--- src/rtl/rr_arb_pkg.sv ---
// rtl/rr_arb_pkg.sv - shared arbiter types
package rr_arb_pkg;

    typedef enum logic {
        ST_IDLE  = 1'b0,
        ST_GRANT = 1'b1
    } arb_state_e;

endpackage

--- src/rtl/pri.sv ---
// rtl/pri.sv - fixed priority selector, one-hot result, zero when no request
module pri #(
    parameter int W        = 8,
    parameter bit FROM_LSB = 1'b1
) (
    input  logic [W-1:0] i_req,
    output logic [W-1:0] o_gnt
);

    logic found;

    always_comb begin
        o_gnt = '0;
        found = 1'b0;
        for (int i = 0; i < W; i++) begin
            if (FROM_LSB) begin
                if (i_req[i] && !found) begin
                    o_gnt[i] = 1'b1;
                    found    = 1'b1;
                end
            end else begin
                if (i_req[W-1-i] && !found) begin
                    o_gnt[W-1-i] = 1'b1;
                    found        = 1'b1;
                end
            end
        end
    end

endmodule

--- src/rtl/rr_arb.sv ---
// rtl/rr_arb.sv - round-robin arbiter with optional grant lock over multi-beat transfers
module rr_arb
    import rr_arb_pkg::*;
#(
    parameter int W    = 8,
    parameter bit LOCK = 1'b1
) (
    input  logic                              clk,
    input  logic                              arst_n,
    input  logic [W-1:0]                      i_req,
    input  logic                              i_ack,
    input  logic                              i_last,
    output logic [W-1:0]                      o_gnt,
    output logic                              o_gnt_vld,
    output logic [((W > 1) ? $clog2(W) : 1)-1:0] o_gnt_idx
);

    localparam int IW = (W > 1) ? $clog2(W) : 1;

    arb_state_e    state_q;
    logic [W-1:0]  gnt_q;
    logic          vld_q;
    logic [IW-1:0] idx_q;
    logic [W-1:0]  mask_q;
    logic [W-1:0]  mask_d;
    logic [W-1:0]  gnt_masked;
    logic [W-1:0]  gnt_plain;
    logic [W-1:0]  pick;
    logic          complete;

    function automatic logic [IW-1:0] to_idx(input logic [W-1:0] oh);
        logic [IW-1:0] r;
        r = '0;
        for (int i = 0; i < W; i++) begin
            if (oh[i]) r = r | IW'(i);
        end
        return r;
    endfunction

    assign complete = (state_q == ST_GRANT) && i_ack && (i_last || !LOCK);

    // The post-completion mask feeds arbitration in the same cycle so back-to-back grants have no bubble.
    always_comb begin
        mask_d = mask_q;
        if (complete) begin
            for (int j = 0; j < W; j++) begin
                mask_d[j] = (j > int'(idx_q));
            end
        end
    end

    pri #(.W(W), .FROM_LSB(1'b1)) u_pri_masked (
        .i_req (i_req & mask_d),
        .o_gnt (gnt_masked)
    );

    pri #(.W(W), .FROM_LSB(1'b1)) u_pri_plain (
        .i_req (i_req),
        .o_gnt (gnt_plain)
    );

    assign pick = (|(i_req & mask_d)) ? gnt_masked : gnt_plain;

    always_ff @(posedge clk or negedge arst_n) begin
        if (!arst_n) begin
            state_q <= ST_IDLE;
            gnt_q   <= '0;
            vld_q   <= 1'b0;
            idx_q   <= '0;
            mask_q  <= '1;
        end else begin
            mask_q <= mask_d;
            case (state_q)
                ST_IDLE: begin
                    if (|i_req) begin
                        state_q <= ST_GRANT;
                        gnt_q   <= pick;
                        vld_q   <= 1'b1;
                        idx_q   <= to_idx(pick);
                    end
                end
                ST_GRANT: begin
                    if (complete) begin
                        if (|i_req) begin
                            gnt_q <= pick;
                            vld_q <= 1'b1;
                            idx_q <= to_idx(pick);
                        end else begin
                            state_q <= ST_IDLE;
                            gnt_q   <= '0;
                            vld_q   <= 1'b0;
                            idx_q   <= '0;
                        end
                    end
                end
                default: state_q <= ST_IDLE;
            endcase
        end
    end

    assign o_gnt     = gnt_q;
    assign o_gnt_vld = vld_q;
    assign o_gnt_idx = idx_q;

endmodule
--- config.mk ---
export PLATFORM = sky130hd
export DESIGN_NAME = rr_arb
export DESIGN_NICKNAME = d
export VERILOG_FILES = /design/src/rtl/rr_arb_pkg.sv /design/src/rtl/pri.sv /design/src/rtl/rr_arb.sv
export SDC_FILE = /design/constraint.sdc
export NUM_CORES = 1
export LEC_CHECK = 0
export ABC_AREA = 0
export BUFFER_PORTS_ARGS = -buffer_cell sky130_fd_sc_hd__buf_2
export CORE_UTILIZATION = 25
export CTS_CLUSTER_SIZE = 40
export DETAILED_ROUTE_END_ITERATION = 10
export PLACE_DENSITY_LB_ADDON = 0.05
export SYNTH_ARGS = -nofsm -noshare
export SYNTH_HDL_FRONTEND = slang
export SYNTH_SLANG_ARGS = --single-unit
export TNS_END_PERCENT = 50
--- constraint.sdc ---
create_clock -name clk -period 2.67 [get_ports clk]
set_input_delay 0.6675 -clock clk [delete_from_list [all_inputs] [get_ports clk]]
set_output_delay 0.6675 -clock clk [all_outputs]
set_load 0.005 [all_outputs]
==> impl_metrics.toml, run 1 <==
[outcome]
status = "finished clean"

[pwr]
p_leak_nw = 0.760
power_density_nw_per_um2 = 815
ir_drop_mv = 0.314

[global_route]
grt_max_degree = 22
grt_pass1_wl_um = 5590
grt_usage = 0.144
grt_pass1_vias = 1101
grt_overflow = 0
antenna_found_initial = 0

[placed_design]
port_buffers = 23
routabilityCongestion = 0.821
dpl-instance-area_um2 = 1530
dp_hpwl_um = 2660
placed_cells = 213

[critical_path]
critPathKind = "primary input to register"
cp_slowest_stage_delay_ns = 0.50
r2r_end = "o_gnt_idx[2]$_DFFE_PN0P_"
path_cells = "buf_2 > and3_1 > mux2i_1 > a21oi_2 > and4b_1 > o211ai_2 > nor2_1 > or4b_1"
worst_setup_path_end_kind = "register"
startpoint_type = "primary input"
r2r_slack_ns = 0.34
worstPathArrival_ns = 2.57
crit_slowest_cell = "or4b_1"
cp_max_fo = 7
reg2reg_depth = 8
worstPathRequired_ns = 2.82
worstReg2RegStart = "o_gnt_idx[2]$_DFFE_PN0P_"

[detailed_routing]
vias_per_cell = 5.00
num_vias = 1086
dr.pass1.iters = 6
post_drt_wl_per_cell_um = 15.6
drt_iter0_drc = 47
drcViolationCount = 0
wirelength_um = 3390
antenna_left = 0

[sta]
maxSlewViolCount = 0
period_needed_ns = 2.43
worstMarginPinSlew_ns = 0.496
timing.final.crit_share = 0.910
hold_viol_final = 0
final.setup.tns_ns = 0
relSlewSlack = 0.669
rsz0062_at_grt = "no"
worst_clock_skew_ns = 0.00797
setup-violations-final = 0
fmax_mhz = 412

[synthesis]
yosys_warnings = 0
ys_ff_latch = 21
yosysTopAreaCell = "dfrtp_1"
async_flop_share = 1.00
synth_area_per_cell_um2 = 10.1
synth_nets = 132
synth_edf_count = 0
synth_top_area_frac = 0.268
ys.flop_type = "dfrtp_1"
synth_cell_types = 50
yosysSeqAreaShare = 0.441
synth_top_cells_by_area = "dfrtp_1, dfstp_2, nand2_1, mux2_4, a21oi_1"
synth_area_um2 = 1210
post_synth_inst_count = 120

[clock_network]
postCtsSetupBuffers = 0
clk_pin_slew_ns = 0.08
clockBufferDepth = 2
cts_buffers = 3
cts_resized = 0
cts_tree = "yes"
cts_sinks = 21
clockRootBuffer = "clkbuf_8"
cts-hold-fix-buffers = 0
clock_latency_ns = 0.27
ctsHtreeMaxLevel = 1

[final_layout]
final_cell_mix = "nand2_1, buf_2, buf_4"
drive_gt1_frac = 0.430
syn_to_final_growth_pct = 29.7
fin_area_um2 = 1570
n_antenna_cell = 0
stdcell_count = 217
fin_nets = 178

[job]
drv_cap = 0

[floorplan]
die_w_um = 71.7
io_pins = 24
num_rows = 24
initial_core_util = 0.269
coreArea_um2 = 4500
die_area_um2 = 5140
fp.dieH_um = 71.7

[hold_path]
hold_class = "primary input to async pin"
[final cells by class]
cell class,instances,area (um2)
Multi-Input combinational cell,93,639
Tap cell,52,65.1
Clock buffer,3,41.3
Fill cell,477,2930
Inverter,2,7.51
Timing Repair Buffer,45,280
Sequential cell,21,536
Clock inverter,1,5.00
[logic make-up (layout without fill, tap and decap cells)]
family | after synthesis | after routing | share of synthesized area
AND/OR/NAND/NOR | 47 | 47 | 0.200
AO/OA/AOI/OAI | 40 | 40 | 0.262
flip-flops | 21 | 21 | 0.441
multiplexers | 6 | 6 | 0.0649
buffers and inverters | 6 | 51 | 0.0319
[how the worst max path moves through the flow]
stage,startpoint,to,slack (ns),cells past startpoint
2_1_floorplan,i_req[0],o_gnt_idx[1]$_DFFE_PN0P_,0.22,7
3_5_place_dp,i_last,o_gnt_idx[1]$_DFFE_PN0P_,-0.04,8
5_1_grt,i_last,o_gnt_idx[1]$_DFFE_PN0P_,0.15,8
3_3_place_gp,i_last,o_gnt_idx[1]$_DFFE_PN0P_,-0.03,8
6_report,i_last,o_gnt_idx[1]$_DFFE_PN0P_,0.24,8
4_1_cts,i_last,o_gnt_idx[1]$_DFFE_PN0P_,0.25,8
[metal layers]
layer  vias up  global-route usage  wire length (um)
li1        540                   -                 -
met3         4              0.0366               141
met1       519               0.196              1640
met2        23               0.222              1570
met4         0              0.0479                35
met5         -                   0                 0
[power by group]
part	switching (mW)	internal (mW)
combinational	0.259	0.288
clock	0.109	0.104
sequential	0.0857	0.437
[critical path: cells and delay by family]
kind / cells / cell delay (ns)
buf+inv: 1 / 0.11
compound gates: 2 / 0.26
mux: 1 / 0.36
simple gates: 4 / 1.17
[synthesized netlist by cell type, drive strengths merged, types with 2 or more instances]
cell type  number
buf             3
inv             2
o21ai           6
dfstp           8
a21oi           9
dfrtp          13
mux2i           3
a31o            2
nor2            6
o211ai          2
mux2            3
o2111ai         2
nand2b          3
a32oi           2
and3            2
a21o            4
nor4            2
nand2          23
nor3            2
[registers in the layout, indices dropped and copies added, names as in the netlist]
signal	flops
mask_q	8
o_gnt	8
o_gnt_idx	3
o_gnt_vld	1
state_q	1
[stage by stage]
stage               hold WS (ns)   util  power, mW  worst slack [ns]
global route               0.398  0.349       1.37             0.146
CTS                        0.381  0.349       1.30             0.247
detailed placement         0.451  0.339       1.08           -0.0398
finish                     0.360  0.349       1.28             0.241
floorplan                  0.372      -      0.846             0.219
global placement           0.455  0.339       1.08           -0.0260
No activity file was read; power rests on OpenSTA's default activity.
==> run 2: changes to the inputs <==
--- a/config.mk
+++ b/config.mk
@@ -7,6 +7,7 @@
 export LEC_CHECK = 0
 export ABC_AREA = 0
 export BUFFER_PORTS_ARGS = -buffer_cell sky130_fd_sc_hd__buf_2
+export CORE_ASPECT_RATIO = 0.7
 export CORE_UTILIZATION = 25
 export CTS_CLUSTER_SIZE = 40
 export DETAILED_ROUTE_END_ITERATION = 10
==> constraint.sdc (replaced) <==
create_clock -name clk -period 2.64 [get_ports clk]
set_input_delay 0.66 -clock clk [delete_from_list [all_inputs] [get_ports clk]]
set_output_delay 0.66 -clock clk [all_outputs]
set_load 0.005 [all_outputs]
==> run 2 against run 1 <==
Against the previous run: worst hold slack worse by 0.013 ns; flip-flop and latch count unchanged; clock power up 5%; total power up 2.8%; via count up 4.0%; critical endpoint unchanged.
==> impl_metrics.toml, run 2 (synthesis results as in run 1) <==
[outcome]
status = "finished clean"

[pwr]
p_leak_nw = 0.774
p_comb_frac = 0.427
power_frac_seq = 0.404
p_switching_mw = 0.470
swShare = 0.356
internal_power_mw = 0.849
finalPower_mw = 1.32
ir_drop_mv = 0.257
power_density_nw_per_um2 = 824
pwr-share-clk = 0.169

[placed_design]
placed_cells = 219
port_buffers = 23
routabilityCongestion = 0.836
dp_hpwl_um = 2800
post-place-ws_ns = -0.127

[floorplan]
fp.dieH_um = 60.3
die_area_um2 = 5140
coreArea_um2 = 4500
initial_core_util = 0.269
die_w_um = 85.3
num_rows = 20
io_pins = 24

[detailed_routing]
dr_wl_met3_um = 113
antenna_left = 0
highest-signal-layer = "met4"
num_vias = 1129
drt_iter0_drc = 46
m1WireLength_um = 1950
vias_per_cell = 5.06
post_drt_wl_per_cell_um = 16.0
route.met2.wl_um = 1480
wirelength_um = 3560
drcViolationCount = 0
dr.pass1.iters = 4

[global_route]
antenna_found_initial = 0
grt_pass1_wl_um = 5940
grt_max_degree = 22
grt_overflow = 0
grt_usage = 0.155
grt_pass1_vias = 1138

[final_layout]
layout_commonest_cell = "buf_4"
fin_nets = 181
drive_gt1_frac = 0.440
n_antenna_cell = 0
final_cell_mix = "buf_4, nand2_1, buf_2"
stdcell_count = 223
seq_area_um2 = 536
fillerInstances = 475
multi_input_area_um2 = 639
syn_to_final_growth_pct = 31.9

[clock_network]
clk_pin_slew_ns = 0.08
cts_tree = "yes"
clock_latency_ns = 0.27
cts-hold-fix-buffers = 0
ctsHtreeMaxLevel = 1
cts_sinks = 21
postCtsSetupBuffers = 0
clockBufferDepth = 2
cts_resized = 0
cts_buffers = 3
clockRootBuffer = "clkbuf_8"

[sta]
maxSlewViolCount = 0
rsz0062_at_grt = "no"
hold_viol_final = 0
worstMarginPinSlew_ns = 0.494
setup_slack_ns = 0.144
fmax_mhz = 401
relSlewSlack = 0.671
worst_clock_skew_ns = 0.00260
setup-violations-final = 0
period_needed_ns = 2.50
final.setup.tns_ns = 0
timing.final.crit_share = 0.946

[critical_path]
worstReg2RegStart = "o_gnt_idx[2]$_DFFE_PN0P_"
cp_max_fo = 7
worstPathArrival_ns = 2.64
reg2reg_depth = 7
cp-startpoint = "i_ack"
critPathKind = "primary input to register"
startpoint_type = "primary input"
worst_setup_path_end_kind = "register"
r2r_slack_ns = 0.19
r2r_end = "o_gnt_idx[1]$_DFFE_PN0P_"
worstPathRequired_ns = 2.78

[job]
drv_cap = 0

[hold_path]
hold_class = "primary input to async pin"
## run 2: cell count changes in the layout (fill, tap and decap cells not counted)
cell | previous run | this run
buf_4 | 22 | 25
## run 2: final cells by class
class                           instances  area share
Inverter                                2     0.00469
Clock buffer                            3      0.0258
Clock inverter                          1     0.00313
Multi-Input combinational cell         93       0.400
Timing Repair Buffer                   48       0.189
Sequential cell                        21       0.335
Tap cell                               55      0.0430
## run 2: worst max-delay path by stage
| stage | endpoint | slack (ns) | depth (start not counted) |
|---|---|---|---|
| after floorplan | o_gnt_idx[1]$_DFFE_PN0P_ | 0.20 | 7 |
| after global placement | o_gnt_idx[1]$_DFFE_PN0P_ | -0.08 | 8 |
| after detailed placement | o_gnt_idx[1]$_DFFE_PN0P_ | -0.13 | 8 |
| after CTS | o_gnt_idx[1]$_DFFE_PN0P_ | 0.14 | 8 |
| after global routing | o_gnt_idx[1]$_DFFE_PN0P_ | 0.04 | 8 |
| final | o_gnt_idx[1]$_DFFE_PN0P_ | 0.14 | 8 |
## run 2: power groups by stage
stage                     Sequential (mW)  Clock [mW]  Combinational [mW]
after floorplan                     0.504           0               0.351
after global placement              0.539           0               0.570
after detailed placement            0.540           0               0.566
after CTS                           0.535       0.233               0.569
after global routing                0.547       0.245               0.627
final                               0.533       0.223               0.563
## run 2: metal layers
metal	vias up	global-route usage
li1	547	-
met1	564	0.231
met2	16	0.229
met3	2	0.0331
met4	0	0.0357
met5	-	0
## run 2: through the flow
step            util  hold WS (ns)  area [um2]
3_5_place_dp   0.345         0.462        1550
6_report       0.355         0.347        1600
3_3_place_gp   0.345         0.452        1550
4_1_cts        0.355         0.369        1600
2_1_floorplan      -         0.364        1210
5_1_grt        0.355         0.377        1600
## run 2: worst max-delay path: stages
cell and delay, ns:
buf_2 0.12, and3_1 0.30, a211oi_2 0.41, a21oi_2 0.11, and4b_1 0.24, o211ai_2 0.18
nor2_1 0.09, or4b_1 0.53
==> run 3: changes to the inputs <==
--- a/config.mk
+++ b/config.mk
@@ -8,6 +8,7 @@
 export ABC_AREA = 0
 export BUFFER_PORTS_ARGS = -buffer_cell sky130_fd_sc_hd__buf_2
 export CORE_ASPECT_RATIO = 0.7
+export CORE_MARGIN = 3
 export CORE_UTILIZATION = 25
 export CTS_CLUSTER_SIZE = 40
 export DETAILED_ROUTE_END_ITERATION = 10
==> run 3 against run 2 <==
Against the previous run: critical path depth did not move; worst setup slack improved by 0.11 ns; clock skew rose by 0.0062 ns; flip-flop and latch count did not move; global-route usage fell by 1.9 points; count of clock-buffer cells in the layout did not move; register-to-register slack improved by 0.08 ns; final cell count fell by 0.90%; sequential share of layout area rose by 0.26 points; worst hold slack improved by 0.0048 ns; critical path type unchanged; largest cell class unchanged; largest power group unchanged.
==> impl_metrics.toml, run 3 (synthesis results as in run 1) <==
[outcome]
status = "finished clean"

[detailed_routing]
post_drt_wl_per_cell_um = 15.9
drt_iter0_drc = 40
antenna_left = 0
vias_per_cell = 5.00
wirelength_um = 3520
dr.pass1.iters = 4
num_vias = 1105
drcViolationCount = 0

[sta]
setup-violations-final = 0
worst_clock_skew_ns = 0.00879
rsz0062_at_grt = "no"
hold_viol_final = 0
final.setup.tns_ns = 0
period_needed_ns = 2.38
hold_slack_ns = 0.351
worstMarginPinSlew_ns = 0.508
maxSlewViolCount = 0
timing.final.crit_share = 0.903
fmax_mhz = 419
relSlewSlack = 0.661

[global_route]
grt_overflow = 0
grt_pass1_vias = 1161
grt_pass1_wl_um = 5960
grt_max_degree = 22
grt_usage = 0.137
antenna_found_initial = 0

[critical_path]
cp_max_fo = 7
worst_setup_path_end_kind = "register"
worstPathArrival_ns = 2.53
worstPathRequired_ns = 2.79
startpoint_type = "primary input"
critPathKind = "primary input to register"

[final_layout]
fillerInstances = 468
final_cell_mix = "nand2_1, buf_2, buf_4"
syn_to_final_growth_pct = 30.8
stdcell_count = 221
fin_area_um2 = 1590
seq_area_um2 = 536
fin_nets = 179
n_antenna_cell = 0
finish.utilization = 0.353
multi_input_area_um2 = 639
drive_gt1_frac = 0.434

[placed_design]
dp_hpwl_um = 2710
placed_cells = 217
routabilityCongestion = 0.810
port_buffers = 23
dpl-instance-area_um2 = 1540

[clock_network]
clk_pin_slew_ns = 0.09
cts_tree = "yes"
cts-hold-fix-buffers = 0
ctsHtreeMaxLevel = 1
clock_latency_ns = 0.27
cts_buffers = 3
cts_resized = 0
cts_sinks = 21
postCtsSetupBuffers = 0
clockBufferDepth = 2
clockRootBuffer = "clkbuf_8"

[pwr]
power_density_nw_per_um2 = 838
swShare = 0.356
ir_drop_mv = 0.244
internal_power_mw = 0.858
p_switching_mw = 0.474
p_comb_frac = 0.439
power_frac_seq = 0.394
p_leak_nw = 0.761
pwr-share-clk = 0.167

[floorplan]
fp.dieH_um = 64.3
die_w_um = 89.3
num_rows = 20
initial_core_util = 0.269
die_area_um2 = 5740
io_pins = 24
coreArea_um2 = 4500

[hold_path]
hold_class = "primary input to async pin"

[job]
drv_cap = 0
-- run 3: cell types whose count changed in the layout (fill, tap and decap cells not counted) --
cell and change:
buf_4 -2, clkinv_2 -1, clkinvlp_4 +1
-- run 3: area by class of cell --
class	instances	area share
Clock buffer	3	0.0260
Clock inverter	1	0.00473
Inverter	2	0.00473
Multi-Input combinational cell	93	0.403
Sequential cell	21	0.337
Tap cell	55	0.0433
Timing Repair Buffer	46	0.181
-- run 3: metal layers --
| layer | track usage | share of wire | vias to the layer above |
|---|---|---|---|
| li1 | - | - | 548 |
| met1 | 0.200 | 0.51 | 521 |
| met2 | 0.199 | 0.42 | 30 |
| met3 | 0.0438 | 0.060 | 6 |
| met4 | 0.0186 | 0.0077 | 0 |
| met5 | 0 | 0 | - |
-- run 3: final timing paths --
| path | from | endpoint | slack [ns] | cells past startpoint |
|---|---|---|---|---|
| hold reg to reg | o_gnt[1]$_DFFE_PN0P_ | o_gnt[1]$_DFFE_PN0P_ | 0.47 | 2 |
| setup / recovery | i_ack | o_gnt_idx[1]$_DFFE_PN0P_ | 0.26 | 8 |
| max in group asynchronous | arst_n | mask_q[4]$_DFF_PN1_ | 1.92 | 1 |
| min in group clk | o_gnt[1]$_DFFE_PN0P_ | o_gnt[1]$_DFFE_PN0P_ | 0.47 | 2 |
| hold / removal | arst_n | o_gnt[4]$_DFFE_PN0P_ | 0.35 | 1 |
| setup reg to reg | o_gnt_idx[1]$_DFFE_PN0P_ | o_gnt_idx[1]$_DFFE_PN0P_ | 0.27 | 7 |
-- run 3: critical path: stages --
cell and delay [ns]:
buf_2 0.10, and3_1 0.38, mux2i_1 0.32, a21oi_2 0.08
and4b_1 0.20, o211ai_2 0.18, nor2_1 0.09, or4b_1 0.52
-- run 3: stage by stage --
stage / worst slack (ns) / power [mW]
2_1_floorplan: 0.196 / 0.855
3_3_place_gp: -0.0717 / 1.12
3_5_place_dp: -0.0508 / 1.11
4_1_cts: 0.251 / 1.35
5_1_grt: 0.115 / 1.44
6_report: 0.256 / 1.33
-- run 3: power groups by stage --
stage | sequential (mW) | combinational, mW | clock, mW
after CTS | 0.528 | 0.588 | 0.238
after global routing | 0.547 | 0.648 | 0.248
after floorplan | 0.504 | 0.351 | 0
final | 0.525 | 0.584 | 0.222
after global placement | 0.532 | 0.590 | 0
after detailed placement | 0.532 | 0.583 | 0
